$ cat config.mk
export PLATFORM = sky130hd
export DESIGN_NAME = seq_detect_param
export DESIGN_NICKNAME = d
export VERILOG_FILES = /design/src/rtl/seq_detect_pkg.sv /design/src/rtl/seq_match_counter.sv /design/src/rtl/seq_detect_param.sv
export SDC_FILE = /design/constraint.sdc
export NUM_CORES = 1
export LEC_CHECK = 0
export BUFFER_PORTS_ARGS = -buffer_cell sky130_fd_sc_hd__buf_2
export CELL_PAD_IN_SITES_DETAIL_PLACEMENT = 1
export CELL_PAD_IN_SITES_GLOBAL_PLACEMENT = 2
export CORE_AREA = 2 2 39 41
export DETAILED_ROUTE_END_ITERATION = 12
export DIE_AREA = 0 0 41 43
export PLACE_DENSITY = 0.57
export SYNTH_ARGS = -nofsm -noshare
export SYNTH_HDL_FRONTEND = slang
export SYNTH_SLANG_ARGS = --single-unit
$ cat constraint.sdc
create_clock -name clk -period 1.55 [get_ports clk]
set_clock_uncertainty 0.15 [all_clocks]
set_input_delay 0.0775 -clock clk [delete_from_list [all_inputs] [get_ports clk]]
set_output_delay 0.0775 -clock clk [all_outputs]
set_load 0.005 [all_outputs]
$ cat src/rtl/seq_detect_pkg.sv
// ============================================================================
//  Module      : seq_detect_pkg
//  Description : Shared defaults, fill-width helper and parameter legality
//                checks for the seq_detect_param serial pattern detector.
//  Revision    : 1.0 - initial release
// ============================================================================
`default_nettype none

package seq_detect_pkg;

    localparam int         SEQ_PAT_W_DEFAULT   = 4;
    localparam logic [3:0] SEQ_PATTERN_DEFAULT = 4'b1001;
    localparam int         SEQ_CNT_W_DEFAULT   = 8;

    // fill counts 0..PAT_W-1, so $clog2(PAT_W) bits always suffice
    function automatic int seq_fill_w(input int pat_w);
        return $clog2(pat_w);
    endfunction

    function automatic bit seq_pat_w_ok(input int pat_w);
        return (pat_w >= 2) && (pat_w <= 32);
    endfunction

    function automatic bit seq_cnt_w_ok(input int cnt_w);
        return (cnt_w >= 1) && (cnt_w <= 32);
    endfunction

endpackage

`default_nettype wire

$ cat src/rtl/seq_match_counter.sv
// ============================================================================
//  Module      : seq_match_counter
//  Description : CNT_W-bit saturating event counter with synchronous clear
//                and asynchronous active-low reset.
//  Revision    : 1.0 - initial release
// ============================================================================
`default_nettype none

module seq_match_counter
    import seq_detect_pkg::*;
#(
    parameter int CNT_W = SEQ_CNT_W_DEFAULT
) (
    input  logic             clk,
    input  logic             reset,
    input  logic             i_clear,
    input  logic             i_inc,
    output logic [CNT_W-1:0] o_count
);

    logic [CNT_W-1:0] r_count;

    always_ff @(posedge clk or negedge reset) begin
        if (!reset) begin
            r_count <= '0;
        end else if (i_clear) begin
            r_count <= '0;
        end else if (i_inc && (r_count != {CNT_W{1'b1}})) begin
            r_count <= r_count + 1'b1;
        end
    end

    assign o_count = r_count;

endmodule

`default_nettype wire

$ cat src/rtl/seq_detect_param.sv
// ============================================================================
//  Module      : seq_detect_param
//  Description : Parametrised serial bit-pattern detector, overlapping or
//                non-overlapping mode; SEQ_DETECT_COUNT_EN adds match_count.
//  Revision    : 1.0 - initial release
// ============================================================================
`default_nettype none

module seq_detect_param
    import seq_detect_pkg::*;
#(
    parameter int               PAT_W   = SEQ_PAT_W_DEFAULT,
    parameter logic [PAT_W-1:0] PATTERN = PAT_W'(SEQ_PATTERN_DEFAULT),
    parameter int               CNT_W   = SEQ_CNT_W_DEFAULT
) (
    input  logic             clk,
    input  logic             reset,
    input  logic             inp_valid,
    input  logic             inp_bit,
    input  logic             overlap_en,
    input  logic             clear,
    output logic             seq_seen
`ifdef SEQ_DETECT_COUNT_EN
    ,
    output logic [CNT_W-1:0] match_count
`endif
);

    localparam int               c_FILL_W    = seq_fill_w(PAT_W);
    localparam logic [c_FILL_W-1:0] c_FILL_FULL = c_FILL_W'(PAT_W - 1);

    if (!seq_pat_w_ok(PAT_W) || !seq_cnt_w_ok(CNT_W)) begin : g_bad_params
        $error("seq_detect_param: PAT_W must be 2..32 and CNT_W 1..32");
    end

    logic [PAT_W-2:0]    r_hist;
    logic [c_FILL_W-1:0] r_fill;
    logic                r_seen;
    logic [PAT_W-1:0]    w_window;
    logic                w_match;

    assign w_window = {r_hist, inp_bit};
    assign w_match  = inp_valid && (r_fill == c_FILL_FULL) && (w_window == PATTERN);

    always_ff @(posedge clk or negedge reset) begin
        if (!reset) begin
            r_hist <= '0;
            r_fill <= '0;
            r_seen <= 1'b0;
        end else if (clear) begin
            r_hist <= '0;
            r_fill <= '0;
            r_seen <= 1'b0;
        end else if (inp_valid) begin
            r_hist <= w_window[PAT_W-2:0];
            r_seen <= w_match;
            if (w_match) begin
                // non-overlap mode discards the matched bits entirely
                r_fill <= overlap_en ? c_FILL_FULL : '0;
            end else if (r_fill != c_FILL_FULL) begin
                r_fill <= r_fill + 1'b1;
            end
        end else begin
            r_seen <= 1'b0;
        end
    end

    assign seq_seen = r_seen;

`ifdef SEQ_DETECT_COUNT_EN
    seq_match_counter #(
        .CNT_W (CNT_W)
    ) u_counter (
        .clk     (clk),
        .reset   (reset),
        .i_clear (clear),
        .i_inc   (w_match),
        .o_count (match_count)
    );
`endif

endmodule

`default_nettype wire

# ---- Word-level counts from Yosys, hierarchy flattened
# Cells that the tools add are included.
dict set report totals {
  ff_bits 6
  output_inout_bits 1
  inputBits 6
  word_cells 21
}
dict set report op_classes {
  reduce_logical 5
  mux 9
  eq_ne 3
  n_addsub 1
}
# operator count
set op_table {}
lappend op_table {{2-to-1 mux 2 bit} 5}
lappend op_table {{2-to-1 mux 3 bit} 2}
lappend op_table {{== test 4 bit, second input constant} 1}
lappend op_table {{nonzero test 3 bit} 1}
lappend op_table {{adder 2 x 1 -> 2 bit, second input constant} 1}
lappend op_table {{== test 2 bit, second input constant} 1}
lappend op_table {{logical AND 1 bit} 2}
lappend op_table {{2-to-1 mux 1 bit} 2}
lappend op_table {{!= test 2 bit, second input constant} 1}
lappend op_table {{AND reduction 2 bit} 1}
lappend op_table {{nonzero test 2 bit} 1}

# ---- Depth between registers and ports, before layout
# Gate-level depths: netlist (run 1).
dict set report logic_depth {
  word_depth 6
  ltp_mapped 4
  mapped_depth_nobuf 4
}

# ---- Least setup slack after synthesis (run 1)
# OpenSTA, ideal clock, no wires.
dict set report synth_path {
  path_kind {register -> register}
  from {reg r_fill[0]}
  to {reg r_fill[0]}
  required_ns 1.318
  path_buffers 0
  path_stages_with_launch 5
  path_slack_ns 0.200
  synth_period_minus_slack_ns 1.350
  arrival_time_ns 1.118
  setup_time_ns 0.082
  cell_sequence {dfrtp_1 -> ha_1 -> inv_1 -> or3_1 -> a31oi_1}
}
dict set report synth_between {
  elab_chain_cells 6
  word_cells_on_any_way 11
}
# element line_no
set synth_lines {}
lappend synth_lines {{start, declared} seq_detect_param.sv:37} ;# logic [c_FILL_W-1:0] r_fill;
lappend synth_lines {{start signal, assigned} seq_detect_param.sv:59} ;# r_fill <= overlap_en ? c_FILL_FULL : '0;
lappend synth_lines {{start signal, assigned} seq_detect_param.sv:61} ;# r_fill <= r_fill + 1'b1;
lappend synth_lines {{parallel branches: the longest is 6 deep, another holds adder 2 x 1 -> 2 bit} -}
# Several ways; the timed one is not identified. The select of a mux whose other input is x is not followed.
# A chain may end at the register's enable or synchronous reset.

# ---- Worst setup path after layout (run 1)
# Same ends and word-level chain as after synthesis.

==> summary.txt, run 1 <==
Setup path
  – Endpoint class of the critical path: flip-flop
  – Critical path peak fanout: 4
  – Crit path DAT: 1.48 ns
  – Worst Path Class, Setup: flip-flop to flip-flop
  – Critical Path RT: between 1.5 and 2 ns
  – Kind of launch point of the worst setup path: flip-flop

GRT
  – Maximum number of pins on one net before global-route repair: 9
  – Number of antenna violations at the first check in global routing: 0
  – Overflow left after global routing: 0
  – Tot GR Track Use: a little over a tenth
  – First-pass GRT wire length: approximately 1200 um
  – Via count of the first global-routing pass: 289

Clock tree
  – CTS Buf Count: 3
  – H-tree Lvls: 1
  – Clock slew at the register clock pins of the worst setup and hold paths: roughly 0.050 ns
  – Maximum root-to-sink buffer count: 2
  – Worst-skew pair later-pin latency: 0.25 ns
  – CTS Root Cell: sky130_fd_sc_hd__clkbuf_4
  – Number of clock sinks: 6
  – TritonCTS clock tree: done

Placement
  – Sum of net half-perimeters after detailed placement: 540.8 um
  – I/O Buffers: 6
  – Worst slack after detailed placement: 0.04312 ns
  – Count of placed standard cells including taps: 49
  – Post-place instance area: between 300 and 400 um2
  – Placer congestion estimate: 0.6468

Yosys
  – Largest cells by area after synthesis: sky130_fd_sc_hd__dfrtp_1 (46%), sky130_fd_sc_hd__mux2i_1 (9.3%), sky130_fd_sc_hd__nand4bb_4 (8.5%)
  – Number of synthesis warnings: 0
  – Fraction of registers with async set/reset: 100.0%
  – Sequential fraction of the synthesis area: 46.33%
  – Syn_nets: 35
  – Area leader, netlist: sky130_fd_sc_hd__dfrtp_1
  – Area share of the largest cell type after synthesis: between 40% and 50%
  – Syn Inst Count: 28
  – Cell with the most instances after synthesis: sky130_fd_sc_hd__dfrtp_1
  – EDFF count, synth: 0
  – Leading post-synthesis cells by instance count: sky130_fd_sc_hd__dfrtp_1 (6), sky130_fd_sc_hd__a31oi_1 (3), sky130_fd_sc_hd__mux2i_1 (3), sky130_fd_sc_hd__nor2_1 (3)
  – Count of cell types in the netlist: 15
  – Mean cell area of the mapped netlist: 11.57 um2
  – Post-Synthesis Cell Area: 324.1 um2
  – Total of flip-flops plus latches after synthesis: 6
  – Leading register cell type out of synthesis: sky130_fd_sc_hd__dfrtp_1

Finish
  – Area of all placed cells without fillers: 431.7 um2
  – Fillers: 161
  – Layout cells sized above 1: 32.50%
  – Layout overhead on the synthesized area: 33.20%
  – Non-Filler Instances: 56
  – Area taken by multi-input logic gates: 163.9 um2
  – Number of diodes: 0
  – FF+latch area: about 150 um2
  – Nets@finish: 49

Floorplan
  – Width of the die: 41 um
  – Area enclosed by the die boundary: 1763 um2
  – Die outline height: 43 um
  – Floorplan row count: 14
  – Area inside the core boundary: between 1000 and 1500 um2
  – Initial core utilization: between 20% and 30%
  – Top-level I/O count: 7

STA
  – Hold Fails Final Rpt: 0
  – Fin crit share: 94.69%
  – Tightest Pin Transition: 0.2702 ns
  – Hold slack: ~0.026 ns
  – Slew Limit Headroom: ~82%
  – Worst setup slack after layout: 0.08225 ns
  – Final setup vio count: 0
  – Shortest clock period the worst path allows after layout: ~1.5 ns
  – Setup total negative slack: 0 ns
  – Number of max-slew violations in the final report: 0
  – Max Clk Rate: 0.6813 GHz

Power
  – Worst vdd ir: 0.4071 mV
  – Static Leak: 0.0001909 uW
  – Power per cell area: 844.4 nW/um2

Detailed routing
  – Final WL: approximately 690 um
  – Number of remaining DRC errors: 0
  – Detailed-route vias per instance: 4.679
  – Number of antenna-violating nets in the routed design: 0
  – First-pass DRT Iterations: 2
  – Routed WL per cell: 12.30 um
  – Number of DRC markers after the initial detailed-route iteration: 5
  – Total number of vias: 262

Job
  – Max-cap violations: 0

Outcome
  – Result of the run: finished, final reports clean

Hold path
  – Path type of the worst min-delay path: input port to async pin
[per-stage QoR]
stage	power [uW]	utilization, %
floorplan	196.4	-
global placement	213.0	26.67
detailed placement	214.5	26.67
CTS	371.0	30.47
global route	389.9	31.19
finish	364.5	31.19
[flip-flops by register name (all words and copies together) (netlist names)]
name	cells
r_hist	3
seq_seen	1
r_fill	2
[worst max-delay path, stage by stage, from the launching register on]
cell	delay, ns
sky130_fd_sc_hd__dfrtp_1	0.38
sky130_fd_sc_hd__ha_2	0.23
sky130_fd_sc_hd__inv_1	0.08
sky130_fd_sc_hd__or3_1	0.39
sky130_fd_sc_hd__a31oi_1	0.15
[metal layers]
layer,up-vias,wire length [um],global-route usage (%)
li1,125,-,-
met1,128,296,12.00
met2,9,348,15.94
met3,0,43,6.806
met4,0,0,2.000
met5,-,0,0
[where the power goes]
| group | switching (uW) | internal (uW) | total, uW | leakage [uW] |
|---|---|---|---|---|
| clock network | 56.1 | 87.6 | 144 | 0.0000138 |
| logic | 24.3 | 26.9 | 51.2 | 0.0000956 |
| registers | 5.86 | 164 | 170 | 0.0000815 |
[cells by family (layout without fill, tap and decap cells)]
group | Yosys count | after routing | synth area share [%]
multiplexers | 3 | 3 | 9.267
AND/OR/NAND/NOR | 11 | 11 | 29.35
AO/OA/AOI/OAI | 4 | 4 | 7.335
adder cells (fa/ha/maj) | 1 | 1 | 3.860
buffers and inverters | 3 | 15 | 3.860
flip-flops | 6 | 6 | 46.33
[cell type report]
cell class,instances,share of cell area (%)
Timing Repair Buffer,10,15.65
Sequential cell,6,34.78
Clock buffer,3,5.217
Tap cell,16,4.638
Inverter,2,1.739
Multi-Input combinational cell,19,37.97
[worst paths after layout]
kind	startpoint	to	slack [ns]	depth (start not counted)
max in group asynchronous	reset	r_hist[0]$_DFFE_PN0P_	1.07	2
max	r_fill[0]$_DFFE_PN0P_	r_fill[0]$_DFFE_PN0P_	0.08	4
max reg2reg	r_fill[0]$_DFFE_PN0P_	r_fill[0]$_DFFE_PN0P_	0.08	4
min	reset	seq_seen$_DFF_PN0_	0.03	2
min in group clk	inp_valid	seq_seen$_DFF_PN0_	0.06	3
min reg2reg	r_hist[0]$_DFFE_PN0P_	r_hist[1]$_DFFE_PN0P_	0.41	2
[timing repair]
action,in CTS,in global routing
gates resized for setup,0,1
endpoints found under the setup margin,0,2
hold endpoints to repair,12,0
hold buffers,3,0
buffers inserted,0,1
[layout by cell type, fill, tap and decap left out, types with 2 or more instances in the layout]
master / Yosys / layout
sky130_fd_sc_hd__a31oi_1: 3 / 3
sky130_fd_sc_hd__dfrtp_1: 6 / 6
sky130_fd_sc_hd__clkbuf_4: 0 / 3
sky130_fd_sc_hd__mux2i_1: 3 / 3
sky130_fd_sc_hd__nand3_1: 2 / 2
sky130_fd_sc_hd__nor2_1: 3 / 3
sky130_fd_sc_hd__buf_2: 1 / 6
sky130_fd_sc_hd__dlygate4sd3_1: 0 / 3
sky130_fd_sc_hd__inv_1: 2 / 2
(Power assumes the default switching activity.)
==> run 2, diff against run 1 <==
Settings changed: SETUP_SLACK_MARGIN set to 0.1.
Clock period 1.55 ns to 1.65 ns, I/O delays scaled along.
==> run 2 against run 1 <==
  * Core utilization down 0.72 points
  * Sequential power down 6%
  * Highest routed layer unchanged
  * Count of clock-buffer cells in the layout unchanged
  * Non-clock buffer count shrank 1
  * Setup slack gained 0.10 ns
  * Fmax increased by 0.12%
  * Global-route usage unchanged
  * Combinational power fell by 9.6%
  * Sequential cell count did not move
  * Clock power down 6%
==> summary.txt, run 2 (same netlist as run 1, synthesis figures left out) <==
Setup path
  – Kind of launch point of the worst setup path: flip-flop (unchanged)
  – Reg2Reg Launch Point: r_fill[0]$_DFFE_PN0P_ (unchanged)
  – Reg2reg setup slack: 0.18 ns (was 0.08 ns)
  – Critical Path RT: 1.67 ns (was 1.57 ns)
  – Worst setup path end: r_fill[0]$_DFFE_PN0P_ (unchanged)
  – Endpoint class of the critical path: flip-flop (unchanged)
  – Startpoint of the most critical setup path: r_fill[0]$_DFFE_PN0P_ (unchanged)
  – Cells on worst reg2reg path: 4 (unchanged)
  – Critical path peak fanout: 4 (unchanged)
  – Worst Path Class, Setup: flip-flop to flip-flop (unchanged)
  – Critical R2R Capture: r_fill[0]$_DFFE_PN0P_ (unchanged)
  – Cell with the largest stage delay on the worst path: sky130_fd_sc_hd__or3_1 (unchanged)
  – Crit path largest cell delay: 0.39 ns (about the same)
  – Cells traversed along the worst timing path: ha_2 > inv_1 > or3_1 > a31oi_1 (unchanged)
  – Crit path DAT: 1.48 ns (about the same)

STA
  – Setup total negative slack: 0 ns (unchanged)
  – Final setup vio count: 0 (unchanged)
  – Tightest Pin Transition: 0.2714 ns (was 0.2702 ns)
  – Fin crit share: 88.85% (was 94.69%)
  – Hold slack: 0.006048 ns (was 0.02637 ns)
  – Number of max-slew violations in the final report: 0 (unchanged)
  – Shortest clock period the worst path allows after layout: 1.466 ns (was 1.468 ns)
  – Hold Fails Final Rpt: 0 (unchanged)
  – Setup repair after global routing missed its margin: no
  – Max Clk Rate: 0.6821 GHz (was 0.6813 GHz)
  – Slew Limit Headroom: 81.74% (was 81.82%)

Clock tree
  – TritonCTS clock tree: done (unchanged)
  – Number of clock sinks: 6 (unchanged)
  – CTS Buf Count: 3 (unchanged)
  – CTS Root Cell: sky130_fd_sc_hd__clkbuf_4 (unchanged)
  – Clock slew at the register clock pins of the worst setup and hold paths: 0.05 ns (about the same)
  – H-tree Lvls: 1 (unchanged)
  – Maximum root-to-sink buffer count: 2 (unchanged)
  – Worst-skew pair later-pin latency: 0.25 ns (about the same)

Finish
  – Most frequent cells in the layout: sky130_fd_sc_hd__buf_2 (6), sky130_fd_sc_hd__dfrtp_1 (6) (unchanged)
  – Layout overhead on the synthesized area: 30.12% (was 33.20%)
  – Layout cells sized above 1: 33.33% (was 32.50%)
  – Area of all placed cells without fillers: 421.7 um2 (was 431.7 um2)
  – Number of diodes: 0 (unchanged)
  – Max FFs per register: 3 (unchanged)
  – Largest register by flop count: r_hist (unchanged)
  – Nets@finish: 48 (was 49)

GRT
  – Overflow left after global routing: 0 (unchanged)
  – Layer carrying the most global-route usage: met2 (unchanged)
  – First-pass GRT wire length: 1207 um (unchanged)
  – Grt met1 use: 12.00% (unchanged)
  – Met3 GRT Util: 6.806% (unchanged)
  – Via count of the first global-routing pass: 287 (was 289)
  – Maximum number of pins on one net before global-route repair: 9 (unchanged)
  – Number of antenna violations at the first check in global routing: 0 (unchanged)
  – Fraction of met2 tracks used by global routing: 15.94% (unchanged)
  – Tot GR Track Use: 10.46% (unchanged)

Detailed routing
  – Total number of vias: 258 (was 262)
  – Number of antenna-violating nets in the routed design: 0 (unchanged)
  – Number of DRC markers after the initial detailed-route iteration: 5 (unchanged)
  – First-pass DRT Iterations: 2 (unchanged)
  – Detailed-route vias per instance: 4.691 (was 4.679)
  – Number of remaining DRC errors: 0 (unchanged)
  – Final WL: 687 um (was 689 um)
  – Routed WL per cell: 12.49 um (was 12.30 um)

Hold path
  – Path type of the worst min-delay path: input port to flip-flop (was input port to async pin)
  – Number of stages on the worst hold path: 3
  – Worst Min Path Start: inp_bit

Power
  – Static Leak: 0.0001868 uW (was 0.0001909 uW)
  – Worst vdd ir: 0.3823 mV (was 0.4071 mV)
  – Power per cell area: 807.7 nW/um2 (was 844.4 nW/um2)

Floorplan
  – Area inside the core boundary: 1384 um2 (unchanged)
  – Floorplan row count: 14 (unchanged)
  – Top-level I/O count: 7 (unchanged)
  – Area enclosed by the die boundary: 1763 um2 (unchanged)
  – Die outline height: 43 um (unchanged)
  – Initial core utilization: 23.42% (unchanged)
  – Width of the die: 41 um (unchanged)

Job
  – Max-cap violations: 0 (unchanged)

Placement
  – I/O Buffers: 6 (unchanged)
  – Post-place instance area: 369.1 um2 (unchanged)
  – Sum of net half-perimeters after detailed placement: 540.8 um (unchanged)
  – Placer congestion estimate: 0.6468 (unchanged)

Outcome
  – Result of the run: finished, final reports clean (unchanged)
## run 2: cell types whose count changed in the layout (fill, tap and decap cells not counted)
cell	previous run	this run
sky130_fd_sc_hd__dlygate4sd3_1	3	2
## run 2: timing repair
| action | CTS | global route |
|---|---|---|
| hold buffers | 2 | 0 |
| gates resized for setup | 0 | 1 |
| setup buffers | 0 | 1 |
| endpoints found under the hold margin | 12 | 0 |
| setup endpoints to repair | 0 | 2 |
## run 2: cell type report
class | count | area [um2]
multi-input combinational | 19 | 163.9
fill | 160 | 962.2
sequential | 6 | 150.1
inverter | 2 | 7.507
timing repair buffer | 9 | 57.56
clock buffer | 3 | 22.52
tap | 16 | 20.02
## run 2: layer usage
| metal | up-vias | routed length [um] |
|---|---|---|
| li1 | 123 | - |
| met1 | 126 | 292 |
| met2 | 9 | 351 |
| met3 | 0 | 43 |
| met4 | 0 | 0 |
| met5 | - | 0 |
## run 2: stage by stage
step / worst slack [ns] / total power [uW] / util [%] / cells
2_1_floorplan: 0.3000 / 184.5 / - / 28
3_3_place_gp: 0.1879 / 200.1 / 26.67 / 49
3_5_place_dp: 0.1431 / 201.5 / 26.67 / 49
4_1_cts: 0.1191 / 346.6 / 29.75 / 54
5_1_grt: 0.09616 / 364.3 / 30.47 / 55
6_report: 0.1840 / 340.6 / 30.47 / 55
## run 2: critical path, delay by kind of cell, from the launching register on
kind,cells,cell delay [ns]
DFF,1,0.38
buffers and inverters,1,0.08
adders and majority gates,1,0.23
and+or+nand+nor,1,0.39
AOI/OAI and AO/OA,1,0.15
## run 2: worst min-delay path by stage
stage / end
2_1_floorplan: r_fill[0]$_DFFE_PN0P_
3_3_place_gp: r_hist[2]$_DFFE_PN0P_
3_5_place_dp: seq_seen$_DFF_PN0_
4_1_cts: r_hist[0]$_DFFE_PN0P_
5_1_grt: seq_seen$_DFF_PN0_
6_report: seq_seen$_DFF_PN0_
## run 2: power breakdown
| group | switching, uW | internal, uW |
|---|---|---|
| registers | 5.50 | 154 |
| logic | 22.5 | 23.7 |
| clock network | 52.7 | 82.3 |
| total | 80.7 | 260 |
